--- src/rtl/namuru_mc_if.sv ---
// WISHBONE bus bundle for the namuru_mc correlator block.
// The slave side is the correlator; the master side is the host CPU.
interface namuru_mc_if;
    logic [31:0] wb_adr_i;
    logic [31:0] wb_dat_i;
    logic [31:0] wb_dat_o;
    logic [3:0]  wb_sel_i;
    logic        wb_stb_i;
    logic        wb_cyc_i;
    logic        wb_we_i;
    logic        wb_ack_o;

    modport master (
        output wb_adr_i, wb_dat_i, wb_sel_i,
        output wb_stb_i, wb_cyc_i, wb_we_i,
        input  wb_dat_o, wb_ack_o
    );

    modport slave (
        input  wb_adr_i, wb_dat_i, wb_sel_i,
        input  wb_stb_i, wb_cyc_i, wb_we_i,
        output wb_dat_o, wb_ack_o
    );
endinterface

--- src/rtl/namuru_mc.sv ---
// Multi-channel GPS correlator: NCO carrier wipe-off, I/Q integrate-and-dump,
// WISHBONE register access.
module namuru_mc #(
    parameter int NCH   = 4,
    parameter int ACC_W = 24,
    parameter int TIC_W = 24
) (
    input  logic        sys_clk,
    input  logic        sys_rst,
    namuru_mc_if.slave  wb,
    input  logic        gps_rec_sign,
    input  logic        gps_rec_mag,
    output logic        accum_interrupt,
    output logic        gps_led
);

    logic [1:0]             r_sign_sync;
    logic [1:0]             r_mag_sync;
    logic                   r_ack;
    logic                   r_en;
    logic                   r_mask;
    logic                   r_rdy;
    logic                   r_ovr;
    logic                   r_led;
    logic [TIC_W-1:0]       r_tic;
    logic [TIC_W-1:0]       r_cnt;
    logic [31:0]            r_freq   [NCH];
    logic [31:0]            r_phase  [NCH];
    logic signed [ACC_W-1:0] r_acc_i [NCH];
    logic signed [ACC_W-1:0] r_acc_q [NCH];
    logic signed [ACC_W-1:0] r_dump_i [NCH];
    logic signed [ACC_W-1:0] r_dump_q [NCH];
    logic signed [ACC_W-1:0] w_sum_i [NCH];
    logic signed [ACC_W-1:0] w_sum_q [NCH];

    logic [7:0]        w_a;
    logic              w_req;
    logic              w_wr;
    logic              w_rd_stat;
    logic              w_dump;
    logic signed [2:0] w_mag;
    logic [31:0]       w_rdata;
    logic              w_unused;

    assign w_a       = wb.wb_adr_i[9:2];
    assign w_req     = wb.wb_stb_i & wb.wb_cyc_i;
    assign w_wr      = r_ack & w_req & wb.wb_we_i;
    assign w_rd_stat = r_ack & w_req & ~wb.wb_we_i & (w_a == 8'h02);
    assign w_dump    = r_en & (r_cnt == '0);
    assign w_mag     = r_mag_sync[1] ? 3'sd3 : 3'sd1;
    assign w_unused  = ^{wb.wb_adr_i[31:10], wb.wb_adr_i[1:0]};

    function automatic logic [31:0] merge(
        input logic [31:0] o,
        input logic [31:0] n,
        input logic [3:0]  sel
    );
        logic [31:0] r;
        r = o;
        for (int b = 0; b < 4; b++)
            if (sel[b]) r[8*b +: 8] = n[8*b +: 8];
        return r;
    endfunction

    function automatic logic signed [2:0] prod(
        input logic        neg,
        input logic        sgn,
        input logic signed [2:0] m
    );
        return (neg ^ sgn) ? -m : m;
    endfunction

    // Wide add, then clamp if the sign of the result escaped ACC_W bits.
    function automatic logic signed [ACC_W-1:0] sat_add(
        input logic signed [ACC_W-1:0] a,
        input logic signed [2:0]       p
    );
        logic signed [ACC_W:0] t;
        t = (ACC_W+1)'(a) + (ACC_W+1)'(p);
        if (t[ACC_W] != t[ACC_W-1])
            return t[ACC_W] ? {1'b1, {(ACC_W-1){1'b0}}}
                            : {1'b0, {(ACC_W-1){1'b1}}};
        return t[ACC_W-1:0];
    endfunction

    always_comb begin
        for (int c = 0; c < NCH; c++) begin
            w_sum_i[c] = sat_add(r_acc_i[c],
                prod(r_phase[c][31], r_sign_sync[1], w_mag));
            w_sum_q[c] = sat_add(r_acc_q[c],
                prod(r_phase[c][31] ^ r_phase[c][30], r_sign_sync[1], w_mag));
        end
    end

    always_ff @(posedge sys_clk or posedge sys_rst) begin
        if (sys_rst) begin
            r_sign_sync <= '0;
            r_mag_sync  <= '0;
            r_ack       <= 1'b0;
            r_en        <= 1'b0;
            r_mask      <= 1'b0;
            r_rdy       <= 1'b0;
            r_ovr       <= 1'b0;
            r_led       <= 1'b0;
            r_tic       <= '0;
            r_cnt       <= '0;
        end else begin
            r_sign_sync <= {r_sign_sync[0], gps_rec_sign};
            r_mag_sync  <= {r_mag_sync[0], gps_rec_mag};
            r_ack       <= w_req & ~r_ack;
            if (w_wr) begin
                if (w_a == 8'h00 && wb.wb_sel_i[0])
                    r_en <= wb.wb_dat_i[0];
                if (w_a == 8'h01)
                    r_tic <= TIC_W'(merge(32'(r_tic), wb.wb_dat_i, wb.wb_sel_i));
                if (w_a == 8'h03 && wb.wb_sel_i[0])
                    r_mask <= wb.wb_dat_i[0];
            end
            // Counter tracks TIC_PERIOD while idle so enable starts a full period.
            if (!r_en || w_dump)
                r_cnt <= r_tic;
            else
                r_cnt <= r_cnt - TIC_W'(1);
            if (w_rd_stat) begin
                r_rdy <= w_dump;
                r_ovr <= w_dump & r_rdy;
            end else begin
                r_rdy <= r_rdy | w_dump;
                r_ovr <= r_ovr | (w_dump & r_rdy);
            end
            if (w_dump)
                r_led <= ~r_led;
        end
    end

    always_ff @(posedge sys_clk or posedge sys_rst) begin
        if (sys_rst) begin
            for (int c = 0; c < NCH; c++) begin
                r_freq[c]   <= '0;
                r_phase[c]  <= '0;
                r_acc_i[c]  <= '0;
                r_acc_q[c]  <= '0;
                r_dump_i[c] <= '0;
                r_dump_q[c] <= '0;
            end
        end else begin
            for (int c = 0; c < NCH; c++) begin
                if (w_wr && w_a == 8'(16 + 4*c))
                    r_freq[c] <= merge(r_freq[c], wb.wb_dat_i, wb.wb_sel_i);
                if (!r_en) begin
                    r_phase[c] <= '0;
                    r_acc_i[c] <= '0;
                    r_acc_q[c] <= '0;
                end else begin
                    r_phase[c] <= r_phase[c] + r_freq[c];
                    if (w_dump) begin
                        r_dump_i[c] <= w_sum_i[c];
                        r_dump_q[c] <= w_sum_q[c];
                        r_acc_i[c]  <= '0;
                        r_acc_q[c]  <= '0;
                    end else begin
                        r_acc_i[c] <= w_sum_i[c];
                        r_acc_q[c] <= w_sum_q[c];
                    end
                end
            end
        end
    end

    always_comb begin
        w_rdata = '0;
        if (r_ack) begin
            unique case (1'b1)
                (w_a == 8'h00): w_rdata = {31'd0, r_en};
                (w_a == 8'h01): w_rdata = 32'(r_tic);
                (w_a == 8'h02): w_rdata = {30'd0, r_ovr, r_rdy};
                (w_a == 8'h03): w_rdata = {31'd0, r_mask};
                default: begin
                    for (int c = 0; c < NCH; c++) begin
                        if (w_a[7:2] == 6'(4 + c)) begin
                            case (w_a[1:0])
                                2'd0:    w_rdata = r_freq[c];
                                2'd1:    w_rdata = 32'(r_dump_i[c]);
                                2'd2:    w_rdata = 32'(r_dump_q[c]);
                                default: w_rdata = '0;
                            endcase
                        end
                    end
                end
            endcase
        end
    end

    assign wb.wb_ack_o     = r_ack;
    assign wb.wb_dat_o     = w_rdata;
    assign accum_interrupt = r_rdy & r_mask;
    assign gps_led         = r_led;

endmodule
--- src/flat_wrapper.sv ---
// flat-port wrapper written by rule: the top's interface ports become plain ports
module namuru_mc_flat 
#(
    parameter int NCH   = 4,
    parameter int ACC_W = 24,
    parameter int TIC_W = 24
)
  (sys_clk, sys_rst, gps_rec_sign, gps_rec_mag, accum_interrupt, gps_led, wb_wb_adr_i, wb_wb_dat_i, wb_wb_sel_i, wb_wb_stb_i, wb_wb_cyc_i, wb_wb_we_i, wb_wb_dat_o, wb_wb_ack_o);
  namuru_mc_if wb_i ();
  input  logic sys_clk;
  input  logic sys_rst;
  input  logic gps_rec_sign;
  input  logic gps_rec_mag;
  output logic accum_interrupt;
  output logic gps_led;
  input wire logic [$bits(wb_i.wb_adr_i)-1:0] wb_wb_adr_i;
  input wire logic [$bits(wb_i.wb_dat_i)-1:0] wb_wb_dat_i;
  input wire logic [$bits(wb_i.wb_sel_i)-1:0] wb_wb_sel_i;
  input wire logic [$bits(wb_i.wb_stb_i)-1:0] wb_wb_stb_i;
  input wire logic [$bits(wb_i.wb_cyc_i)-1:0] wb_wb_cyc_i;
  input wire logic [$bits(wb_i.wb_we_i)-1:0] wb_wb_we_i;
  output wire logic [$bits(wb_i.wb_dat_o)-1:0] wb_wb_dat_o;
  output wire logic [$bits(wb_i.wb_ack_o)-1:0] wb_wb_ack_o;
  assign wb_i.wb_adr_i = wb_wb_adr_i;
  assign wb_i.wb_dat_i = wb_wb_dat_i;
  assign wb_i.wb_sel_i = wb_wb_sel_i;
  assign wb_i.wb_stb_i = wb_wb_stb_i;
  assign wb_i.wb_cyc_i = wb_wb_cyc_i;
  assign wb_i.wb_we_i = wb_wb_we_i;
  assign wb_wb_dat_o = wb_i.wb_dat_o;
  assign wb_wb_ack_o = wb_i.wb_ack_o;
  namuru_mc #(.NCH(NCH), .ACC_W(ACC_W), .TIC_W(TIC_W)) u_core (.sys_clk(sys_clk), .sys_rst(sys_rst), .wb(wb_i), .gps_rec_sign(gps_rec_sign), .gps_rec_mag(gps_rec_mag), .accum_interrupt(accum_interrupt), .gps_led(gps_led));
endmodule
--- config.mk ---
export PLATFORM = sky130hd
export DESIGN_NAME = namuru_mc_flat
export DESIGN_NICKNAME = d
export VERILOG_FILES = /design/src/rtl/namuru_mc_if.sv /design/src/rtl/namuru_mc.sv /design/src/flat_wrapper.sv
export SDC_FILE = /design/constraint.sdc
export NUM_CORES = 2
export LEC_CHECK = 0
export CORE_AREA = 2 2 283 285
export CTS_CLUSTER_DIAMETER = 120
export DETAILED_ROUTE_END_ITERATION = 12
export DIE_AREA = 0 0 285 287
export DONT_BUFFER_PORTS = 1
export PLACE_DENSITY = 0.75
export SLEW_MARGIN = 0
export SYNTH_ARGS = -nofsm -noshare
export SYNTH_HDL_FRONTEND = slang
export SYNTH_SLANG_ARGS = --single-unit
--- constraint.sdc ---
create_clock -name sys_clk -period 31.3 [get_ports sys_clk]
set_input_delay 6.26 -clock sys_clk [delete_from_list [all_inputs] [get_ports sys_clk]]
set_output_delay 6.26 -clock sys_clk [all_outputs]
set_load 0.03 [all_outputs]
==> flow_summary.ini <==
[synthesis]
syn_inst = 4673
ys_warn_count = 0
syn_area_per_cell_um2 = 9.22
synth_nets = 5069
synthFlopType = dfrtp_1
synth_seq_area_share_pct = 40.6
ys_ff_latch = 698
syn-cell-area_um2 = 43100
ys_types = 88
async_reset_ff_share_pct = 100
synth_edf_count = 0

[flow_run]
drv_cap = 0

[timing]
rsz0062_at_grt = false
timing.hold.ws_ns = 0.345
finalSetupViolations = 0
finalHoldViolations = 0
slew_headroom_pct = 17.4
setup_tns_ns = 0
worstMarginPinSlew_ns = 1.24
skew_ns = 0.0232
fin_crit_ns = 15.73
slew_viol_final = 0
max_freq_mhz = 63.6
timing.final.crit_share_pct = 50.3

[clocking]
cts_tree = yes
clk_pin_slew_ns = 0.06
postCtsHoldBufs = 0
cts.sinks = 698
cts_buffer_depth = 3
clock_latency_ns = 0.64
cts-root-buf = clkbuf_16
post_cts_buffers = 0
cts_made_buffers = 78
cts_resized = 0
htree_num_levels = 3

[global_routing]
grt_pass1_vias = 33923
antenna_found_initial = 13
grt_max_degree = 173
grt_pass1_wl_mm = 192
grt_use_total_pct = 30.1
overflow = 0

[setup_path]
path_max_fanout = 23
end_kind = output pin
start_kind = input pin
criticalPathCategory = input pin to output pin
required_ns = 25.04
arrival_ns = 9.47

[floorplanning]
start_util_pct = 54.8
io_pins = 110
die_w_um = 285
core-area_um2 = 78600
rows = 103
die_area_um2 = 81800
die_h_um = 287

[drt]
viasPerCell = 6.22
dr.pass1.iters = 7
drt-total-wl_mm = 124
drcViolationCount = 0
vias = 35514
wl_per_cell_um = 21.7
ant_nets = 0
drtIter0Drc = 3611

[worst_hold_path]
min-delay-path-class = flip-flop to flip-flop

[place]
place_congestion = 0.964
dpl.hpwl_mm = 88.5
port_buffers = 0
placed_area_um2 = 43900

[run_status]
status = completed

[power]
power_mw = 4.29
p_comb_share_pct = 46.7
p_sw_share_pct = 41.7
ir_drop_v = 0.0000653
intPower_mw = 2.50
p_clk_share_pct = 21.5
pwr-share-seq_pct = 31.8
power_leakage_nw = 21.9
power_density_nw_per_um2 = 92.3
p_switching_mw = 1.79

[finish]
syn_to_final_growth_pct = 7.93
post-route-cell-area_um2 = 46500
utilization_pct = 59.1
nets = 4986
drive_gt1_share_pct = 8.19
## cell families after synthesis
kind of cell / after synthesis / synth area share (%)
AO/OA/AOI/OAI: 1509 / 21.2
XOR/XNOR: 288 / 5.86
adder cells (fa/ha/maj): 324 / 9.60
buffers and inverters: 291 / 2.89
flip-flops: 698 / 40.6
multiplexers: 256 / 6.44
AND/OR/NAND/NOR: 1307 / 13.5
## cell usage after synthesis (all sizes together), types with 66 or more instances
cell	count	area, um2
dfrtp	698	17500
inv	83	312
o21ai	394	1970
mux2i	96	961
xor2	133	1160
nor2	527	1990
clkbuf	141	529
a21oi	547	2740
a21o	147	1100
mux2	159	1790
ha	309	3870
a211oi	72	551
xnor2	155	1360
buf	66	399
nand2	405	1530
## per-stage QoR
stage,setup WS (ns),instances
floorplan,5.47,4673
global placement,15.74,5560
detailed placement,15.76,5560
CTS,15.75,5701
global route,15.48,5702
finish,15.57,5714
## path summary, 6_finish.rpt
kind                                  startpoint              endpoint  slack (ns)  cells after the start
setup / recovery                  wb_wb_adr_i[9]        wb_wb_dat_o[9]       15.57                      5
setup reg to reg           u_core.r_sign_sync[1]   u_core.r_dump_q[16]       24.98                     16
max in group asynchronous                sys_rst    u_core.r_acc_q[63]       23.45                      3
min in group asynchronous                sys_rst    u_core.r_acc_q[43]        5.56                      1
hold / removal              u_core.r_mag_sync[0]  u_core.r_mag_sync[1]        0.34                      0
hold reg to reg             u_core.r_mag_sync[0]  u_core.r_mag_sync[1]        0.34                      0
## worst max-delay path: stages
cell and delay [ns]:
nor3_1 0.60, nand2_1 0.37, a21oi_2 0.97, o2111ai_1 0.32
a21boi_1 0.91
## area by class of cell
class | count | area (um2)
clock inverters | 28 | 238
diodes | 13 | 32.5
clock buffers | 113 | 2310
multi-input cells | 3684 | 24500
well taps | 1050 | 1310
inverters | 84 | 325
flip-flops and latches | 698 | 17500
repair buffers | 44 | 343
fillers | 6729 | 32100
## routing by layer
metal	up-vias	wire length [um]	part of all wire, %	global-route usage, %
met5	-	68	0.055	0
met4	10	5620	4.5	12.8
met3	288	11900	9.6	7.28
met2	1331	54300	44	46.0
met1	17209	52100	42	40.9
li1	16676	-	-	-
## power groups by stage
| stage | combinational, mW | sequential (mW) | clock, mW |
|---|---|---|---|
| global placement | 1.92 | 1.37 | 0 |
| detailed placement | 1.97 | 1.37 | 0 |
| finish | 2.00 | 1.37 | 0.922 |
| CTS | 1.99 | 1.36 | 0.931 |
| floorplan | 1.57 | 1.29 | 0 |
| global route | 2.26 | 1.38 | 0.969 |
## cell usage in the layout, fill, tap and decap left out, types with 38 or more instances in the layout
cell       instances
a21o_1           147
a21oi_1          546
o21bai_1          41
inv_1             80
a211oi_1          70
xor2_1           131
o21ai_1          109
mux2_2           159
dfrtp_1          698
o21a_1            47
o21ai_0          285
buf_4             43
clkbuf_16         81
xnor2_1          153
nor2_1           522
nor2b_1           38
nand3_1           63
mux2i_1           96
nand2_1          403
ha_1             309
nor3_1            63
## sequential cells by signal (all words and copies together), names as in the netlist
signal	cells
u_core.r_phase	128
u_core.r_dump_i	96
u_core.r_acc_q	96
u_core.r_mask	1
u_core.wb.wb_ack_o	1
u_core.r_acc_i	96
u_core.gps_led	1
u_core.r_cnt	24
u_core.r_dump_q	96
u_core.r_ovr	1
u_core.r_freq	128
u_core.r_tic	24
u_core.r_rdy	1
u_core.r_sign_sync	2
u_core.r_en	1
u_core.r_mag_sync	2
(Power assumes the default switching activity.)
